### src/rtl/wb_stage_param.sv
// MEM/WB pipeline register with write-back result select for the 5-stage RISC-V core.
// Load data is extracted and extended here from the raw aligned memory word captured from M.
module wb_stage_param #(
    parameter int XLEN   = 32,
    parameter int REG_AW = 5,
    parameter int CNT_W  = 64
) (
    input  logic              clk,
    input  logic              reset,
    input  logic              stallW,
    input  logic              flushW,
    input  logic              validM,
    input  logic              RegWriteM,
    input  logic [1:0]        ResultSrcM,
    input  logic [2:0]        funct3M,
    input  logic [REG_AW-1:0] rdM,
    input  logic [XLEN-1:0]   PCplus4M,
    input  logic [XLEN-1:0]   ALUResultM,
    input  logic [XLEN-1:0]   ReadDataM,
    output logic              validW,
    output logic              RegWriteW,
    output logic [REG_AW-1:0] rdW,
    output logic [1:0]        ResultSrcW,
    output logic [XLEN-1:0]   ResultW,
    output logic [CNT_W-1:0]  instretW
);

    logic              valid_q,    valid_d;
    logic              regwrite_q, regwrite_d;
    logic [REG_AW-1:0] rd_q,       rd_d;
    logic [1:0]        src_q,      src_d;
    logic [2:0]        f3_q,       f3_d;
    logic [XLEN-1:0]   alu_q,      alu_d;
    logic [XLEN-1:0]   pc4_q,      pc4_d;
    logic [XLEN-1:0]   rdata_q,    rdata_d;
    logic [CNT_W-1:0]  instret_q,  instret_d;

    function automatic logic [7:0] lane8(input logic [XLEN-1:0] d, input logic [2:0] o);
        return 8'(d >> {o, 3'b000});
    endfunction

    function automatic logic [15:0] lane16(input logic [XLEN-1:0] d, input logic [2:0] o);
        return 16'(d >> {o, 3'b000});
    endfunction

    function automatic logic [31:0] lane32(input logic [XLEN-1:0] d, input logic [2:0] o);
        return 32'(d >> {o, 3'b000});
    endfunction

    function automatic logic [XLEN-1:0] sext8(input logic signed [7:0] b);
        return XLEN'(b);
    endfunction

    function automatic logic [XLEN-1:0] sext16(input logic signed [15:0] h);
        return XLEN'(h);
    endfunction

    function automatic logic [XLEN-1:0] sext32(input logic signed [31:0] w);
        return XLEN'(w);
    endfunction

    // Priority below reset (handled in the register process): flush > stall > capture.
    always_comb begin
        valid_d    = valid_q;
        regwrite_d = regwrite_q;
        rd_d       = rd_q;
        src_d      = src_q;
        f3_d       = f3_q;
        alu_d      = alu_q;
        pc4_d      = pc4_q;
        rdata_d    = rdata_q;
        instret_d  = instret_q;
        if (flushW) begin
            valid_d    = 1'b0;
            regwrite_d = 1'b0;
            rd_d       = '0;
            src_d      = '0;
            f3_d       = '0;
            alu_d      = '0;
            pc4_d      = '0;
            rdata_d    = '0;
        end else if (!stallW) begin
            valid_d    = validM;
            regwrite_d = RegWriteM & validM & (rdM != '0);
            rd_d       = rdM;
            src_d      = ResultSrcM;
            f3_d       = funct3M;
            alu_d      = ALUResultM;
            pc4_d      = PCplus4M;
            rdata_d    = ReadDataM;
            instret_d  = instret_q + CNT_W'(validM);
        end
    end

    // ---- M -> W register boundary ----
    always_ff @(posedge clk) begin
        if (reset) begin
            valid_q    <= 1'b0;
            regwrite_q <= 1'b0;
            rd_q       <= '0;
            src_q      <= '0;
            f3_q       <= '0;
            alu_q      <= '0;
            pc4_q      <= '0;
            rdata_q    <= '0;
            instret_q  <= '0;
        end else begin
            valid_q    <= valid_d;
            regwrite_q <= regwrite_d;
            rd_q       <= rd_d;
            src_q      <= src_d;
            f3_q       <= f3_d;
            alu_q      <= alu_d;
            pc4_q      <= pc4_d;
            rdata_q    <= rdata_d;
            instret_q  <= instret_d;
        end
    end

    // Offset bit 2 only exists for XLEN=64; ignored low bits give the halfword/word lane.
    logic [2:0]      off, off_h, off_w;
    logic [7:0]      ld_b;
    logic [15:0]     ld_h;
    logic [31:0]     ld_w;
    logic [XLEN-1:0] load_data;

    assign off   = (XLEN == 64) ? alu_q[2:0] : {1'b0, alu_q[1:0]};
    assign off_h = {off[2:1], 1'b0};
    assign off_w = {off[2], 2'b00};
    assign ld_b  = lane8(rdata_q, off);
    assign ld_h  = lane16(rdata_q, off_h);
    assign ld_w  = lane32(rdata_q, off_w);

    always_comb begin
        load_data = rdata_q;
        case (f3_q)
            3'b000:  load_data = sext8(ld_b);
            3'b001:  load_data = sext16(ld_h);
            3'b010:  load_data = sext32(ld_w);
            3'b011:  load_data = (XLEN == 64) ? rdata_q : sext32(ld_w);
            3'b100:  load_data = XLEN'(ld_b);
            3'b101:  load_data = XLEN'(ld_h);
            3'b110:  load_data = (XLEN == 64) ? XLEN'(ld_w) : sext32(ld_w);
            default: load_data = rdata_q;
        endcase
    end

    always_comb begin
        ResultW = '0;
        case (src_q)
            2'b00:   ResultW = alu_q;
            2'b01:   ResultW = load_data;
            2'b10:   ResultW = pc4_q;
            default: ResultW = '0;
        endcase
    end

    assign validW     = valid_q;
    assign RegWriteW  = regwrite_q;
    assign rdW        = rd_q;
    assign ResultSrcW = src_q;
    assign instretW   = instret_q;

endmodule

### config.mk
export PLATFORM = sky130hd
export DESIGN_NAME = wb_stage_param
export DESIGN_NICKNAME = d
export VERILOG_FILES = /design/src/rtl/wb_stage_param.sv
export SDC_FILE = /design/constraint.sdc
export NUM_CORES = 1
export LEC_CHECK = 0
export ABC_AREA = 1
export BUFFER_PORTS_ARGS = -buffer_cell sky130_fd_sc_hd__buf_4
export CAP_MARGIN = 20
export CORE_MARGIN = 10
export CORE_UTILIZATION = 58
export DETAILED_ROUTE_END_ITERATION = 16
export PLACE_DENSITY = 0.86
export SLEW_MARGIN = 0
export SYNTH_ARGS = -nofsm -noshare
export SYNTH_HDL_FRONTEND = slang
export SYNTH_SLANG_ARGS = --single-unit
### constraint.sdc
create_clock -name clk -period 2.55 [get_ports clk]
set_clock_uncertainty 0.05 [all_clocks]
set_input_delay 0.51 -clock clk [delete_from_list [all_inputs] [get_ports clk]]
set_output_delay 0.51 -clock clk [all_outputs]
set_load 0.1 [all_outputs]
==> impl_summary.md <==
Worst hold path
The end point of the worst hold path is alu_q[19]. The worst hold path belongs to the class in -> reg. The start point of the worst hold path is ALUResultM[19]. The cell count of the worst hold path is 3.

Worst setup path
Data on the critical path is required at its endpoint by around 2.0 ns. The startpoint type of the worst setup path is a register. The signal on the critical path passes through o21ai_4, a21oi_4, o21ai_4, buf_12, nand2_1, nand2_2, buf_8. The arrival time at the worst endpoint is approximately 1.9 ns. The most used cell along the critical path is o21ai_4. The number of buffers and inverters on the critical path is 2. On the worst path, the slowest cell contributes a delay of approximately 0.54 ns. The worst register-to-register path has a setup slack of roughly 0.59 ns. The end of the worst register-to-register path is instretW[60].

The worst-case reg-to-reg path depth is 11. The maximum net fanout on the critical path is 16. The critical setup path kind is reg -> out. Among all stages on the critical path, the largest delay is contributed by dfxtp_1.

STA classifies the critical path endpoint as an output port. The kind of cell adding the most delay to the critical path is flip-flops. The reg-to-reg startpoint is instretW[0].

Route
In this run the remaining antenna-violating nets after routing total 0. The pre-antenna-repair detailed-routing pass consisted of 6 iterations. The total vias in the final route is 9,310. The violation count after the first detailed-routing iteration is roughly 990.

The wire length per cell is 16.5 um. Summed over all layers, the routed wires come to roughly 28,000 um. In the routed design, unresolved DRC markers number 0.

The routed via count divided by cell count is 5.54.

Global route
The fraction of met2 tracks used by global routing is 46.8%. For met1 alone, demand over resource in global routing was between 30 and 40%. The pin count of the biggest net entering global routing is approximately 130.

The total global-route track usage is 27.1%. The number of antenna violations at the first check in global routing was 1. The global-route wire length before repair is 44,500 um. The met3 capacity usage during global routing is slightly below 8%.

The number of global-route vias before repair was about 9,000. The most heavily used metal layer in global routing is met2. The final global-route overflow total is 0.

Synth
Of the synthesized area, sequential elements account for between 40% and 50%. The number of standard cells after synthesis is about 1,300. Counting every net in the synthesized netlist gives 1,403. The most used flip-flop cell after synthesis is dfxtp_1.

Summing every instance area after synthesis gives between 8000 and 9000 sq um. In this run, synthesis inferred 0 flip-flops with an integrated enable. The average cell area after synthesis is 6.55 sq um. Of the post-synthesis cell area, the dominant cell type holds between 40% and 50%. The number of distinct library cells after synthesis is 37.

After synthesis, the most frequently instantiated cells are 424 x nand2_1, 206 x nor2_1, 172 x dfxtp_1. Sorting the synthesized cells by area gives the leading types as dfxtp_1 41%, nand2_1 19%, nor2_1 9.2%, a21oi_1 7.4%, inv_1 4.0%. The largest total area in the synthesized netlist belongs to dfxtp_1. After synthesis, the share of flip-flops with an asynchronous set or reset is 0%. Synthesis inferred approximately 170 register bits. By instance count, the leading cell after synthesis is nand2_1.

For this run, the number of Yosys warnings is 0.

STA
The routed design could run at a clock period as short as 2.47 ns. The worst pin sits at a relative slew slack of 41.8%. Of the available clock period, the critical path in the final layout requires 97.0%. The maximum clock frequency is between 400 and 500 MHz. For the pin with the worst max-slew slack, the measured transition is 0.873 ns. The final hold violation count is 0. The number of endpoints failing setup at the final stage is 0. In the final timing run, aggregate negative setup slack is 0 ns. The max-slew violation count is 0.

Cells and area
The area added between synthesis and finish is 32.1%. The net count of the finished layout is between 1,500 and 2,000. The number of antenna diodes is 0. The finished cells cover between 10,000 and 15,000 sq um.

The finished layout holds ~1,700 standard cells, fillers aside. The post-route netlist has about 22% of its cells at a drive strength greater than 1. The utilization after layout is approximately 77%.

Flow run
The reported max-cap violation count is 0.

Clocking
For this design, the CTS-stage hold fixing added 0 buffers. After clock tree synthesis, the clock-pin slew on the worst setup and hold paths is ~0.07 ns. TritonCTS built the clock tree. Clock tree synthesis inserted a total of 17 buffers. Counting every sink on the clock net gives about 170.

Counting along the longest clock path gives a buffer depth of 2. The later pin in the worst-skew pair is clocked with a latency of roughly 0.42 ns. The clock tree root driver cell is clkbuf_16.

The H-tree was split into 4 levels.

Die
Pin placement for this block handled 217 I/O pins. The die span in x is ~140 um. The starting density of the core is 58.5%. After floorplanning, the core was sized to cover around 14,000 sq um.

The floorplan step set the die height to between 100 and 150 um. The total die area is around 20,000 sq um. In this run the core area contains 44 standard-cell rows.

Placement
The placed standard-cell area is between 10,000 and 15,000 sq um. Counting tap cells, the placed design contains a total of between 1,500 and 2,000 instances. The count of buffers from port buffering is ~220.

The routability-driven placement congestion ratio is 0.988. After legalization and detailed placement, the total HPWL measured a little over 20,000 um.

Power and ir drop
The total power consumption of the routed design is ~6300 uW. In this run the static leakage power is between 0.004 and 0.005 uW. The worst vdd rail ir drop is ~0.00049 V. Power spread over the standard cell area amounts to about 560 nW/um^2.

Outcome
The run finished with clean final reports.
layout make-up:
class / instances / area [sq um]
Clock buffer: 18 / 439
Clock inverter: 13 / 166
Fill cell: 1106 / 3270
Inverter: 94 / 353
Multi-Input combinational cell: 966 / 4590
Sequential cell: 172 / 3450
Tap cell: 184 / 230
Timing Repair Buffer: 233 / 1920
worst reg2reg max path, cell delays in order (launching register included):
cell and delay [ns]:
dfxtp_2 0.35, ha_1 0.19, ha_1 0.20, nand3_1 0.13
nor2_4 0.15, nand3_1 0.14, inv_2 0.12, nand3_1 0.18
nor2_1 0.19, nand2_1 0.08, nand2_1 0.06, nor2_1 0.04
state kept, by name, indices dropped and copies added (netlist names):
signal	flops
ld_w	32
instretW	64
RegWriteW	1
rdW	5
validW	1
alu_q	32
ResultSrcW	2
pc4_q	32
f3_q	3
worst max-delay path by stage:
stage / depth (start not counted) / slack, ns / start / end
final: 7 / 0.08 / alu_q[0] / ResultW[28]
after global routing: 8 / -0.008 / alu_q[0] / ResultW[21]
after CTS: 9 / 0.008 / ld_w[15] / ResultW[13]
after detailed placement: 7 / 0.21 / ld_w[15] / ResultW[28]
after global placement: 8 / 0.32 / alu_q[1] / ResultW[10]
after floorplan: 5 / 0.07 / ResultSrcW[0] / ResultW[23]
report_power, final:
part | switching [uW] | internal [uW]
Clock | 1100 | 1570
Sequential | 38.2 | 2750
Combinational | 547 | 287
timing repair:
item | in CTS | in global routing
pin swaps | 1 | 1
cloned | 0 | 0
resized for setup | 24 | 21
setup buffers | 1 | 0
endpoints found under the setup margin | 22 | 31
cells in the final DEF (no fill, tap or decap), drive strengths merged, types with 4 or more instances in the layout:
master | netlist | layout
a211oi | 27 | 27
a21oi | 126 | 126
a22o | 16 | 16
buf | 9 | 233
clkbuf | 48 | 18
clkinv | 1 | 5
dfxtp | 172 | 172
inv | 93 | 96
nand2 | 428 | 428
nand3 | 54 | 54
nand4 | 15 | 15
nor2 | 216 | 216
nor3 | 5 | 5
o211ai | 8 | 8
o21a | 4 | 4
o21ai | 31 | 31
xor2 | 18 | 18
routing by layer:
metal  up-vias  part of all wire, %
met3        76                  9.4
met5         -                0.072
met2       458                   50
met4         2                  3.6
met1      4246                   37
li1       4528                    -
through the flow:
| step | setup WS (ns) | hold slack (ns) |
|---|---|---|
| 5_1_grt | -0.00784 | 0.284 |
| 3_5_place_dp | 0.214 | 0.405 |
| 4_1_cts | 0.00846 | 0.281 |
| 6_report | 0.0769 | 0.284 |
| 2_1_floorplan | 0.0665 | 0.386 |
| 3_3_place_gp | 0.319 | 0.397 |
kinds of logic after synthesis:
group | synth area share (%)
adders and majority gates | 0.296
DFF | 40.8
xor gates and xnor gates | 2.07
AOI/OAI and AO/OA | 15.2
buffers and inverters | 6.86
and+or+nand+nor | 34.7
Power figures use the tool's default switching activity.
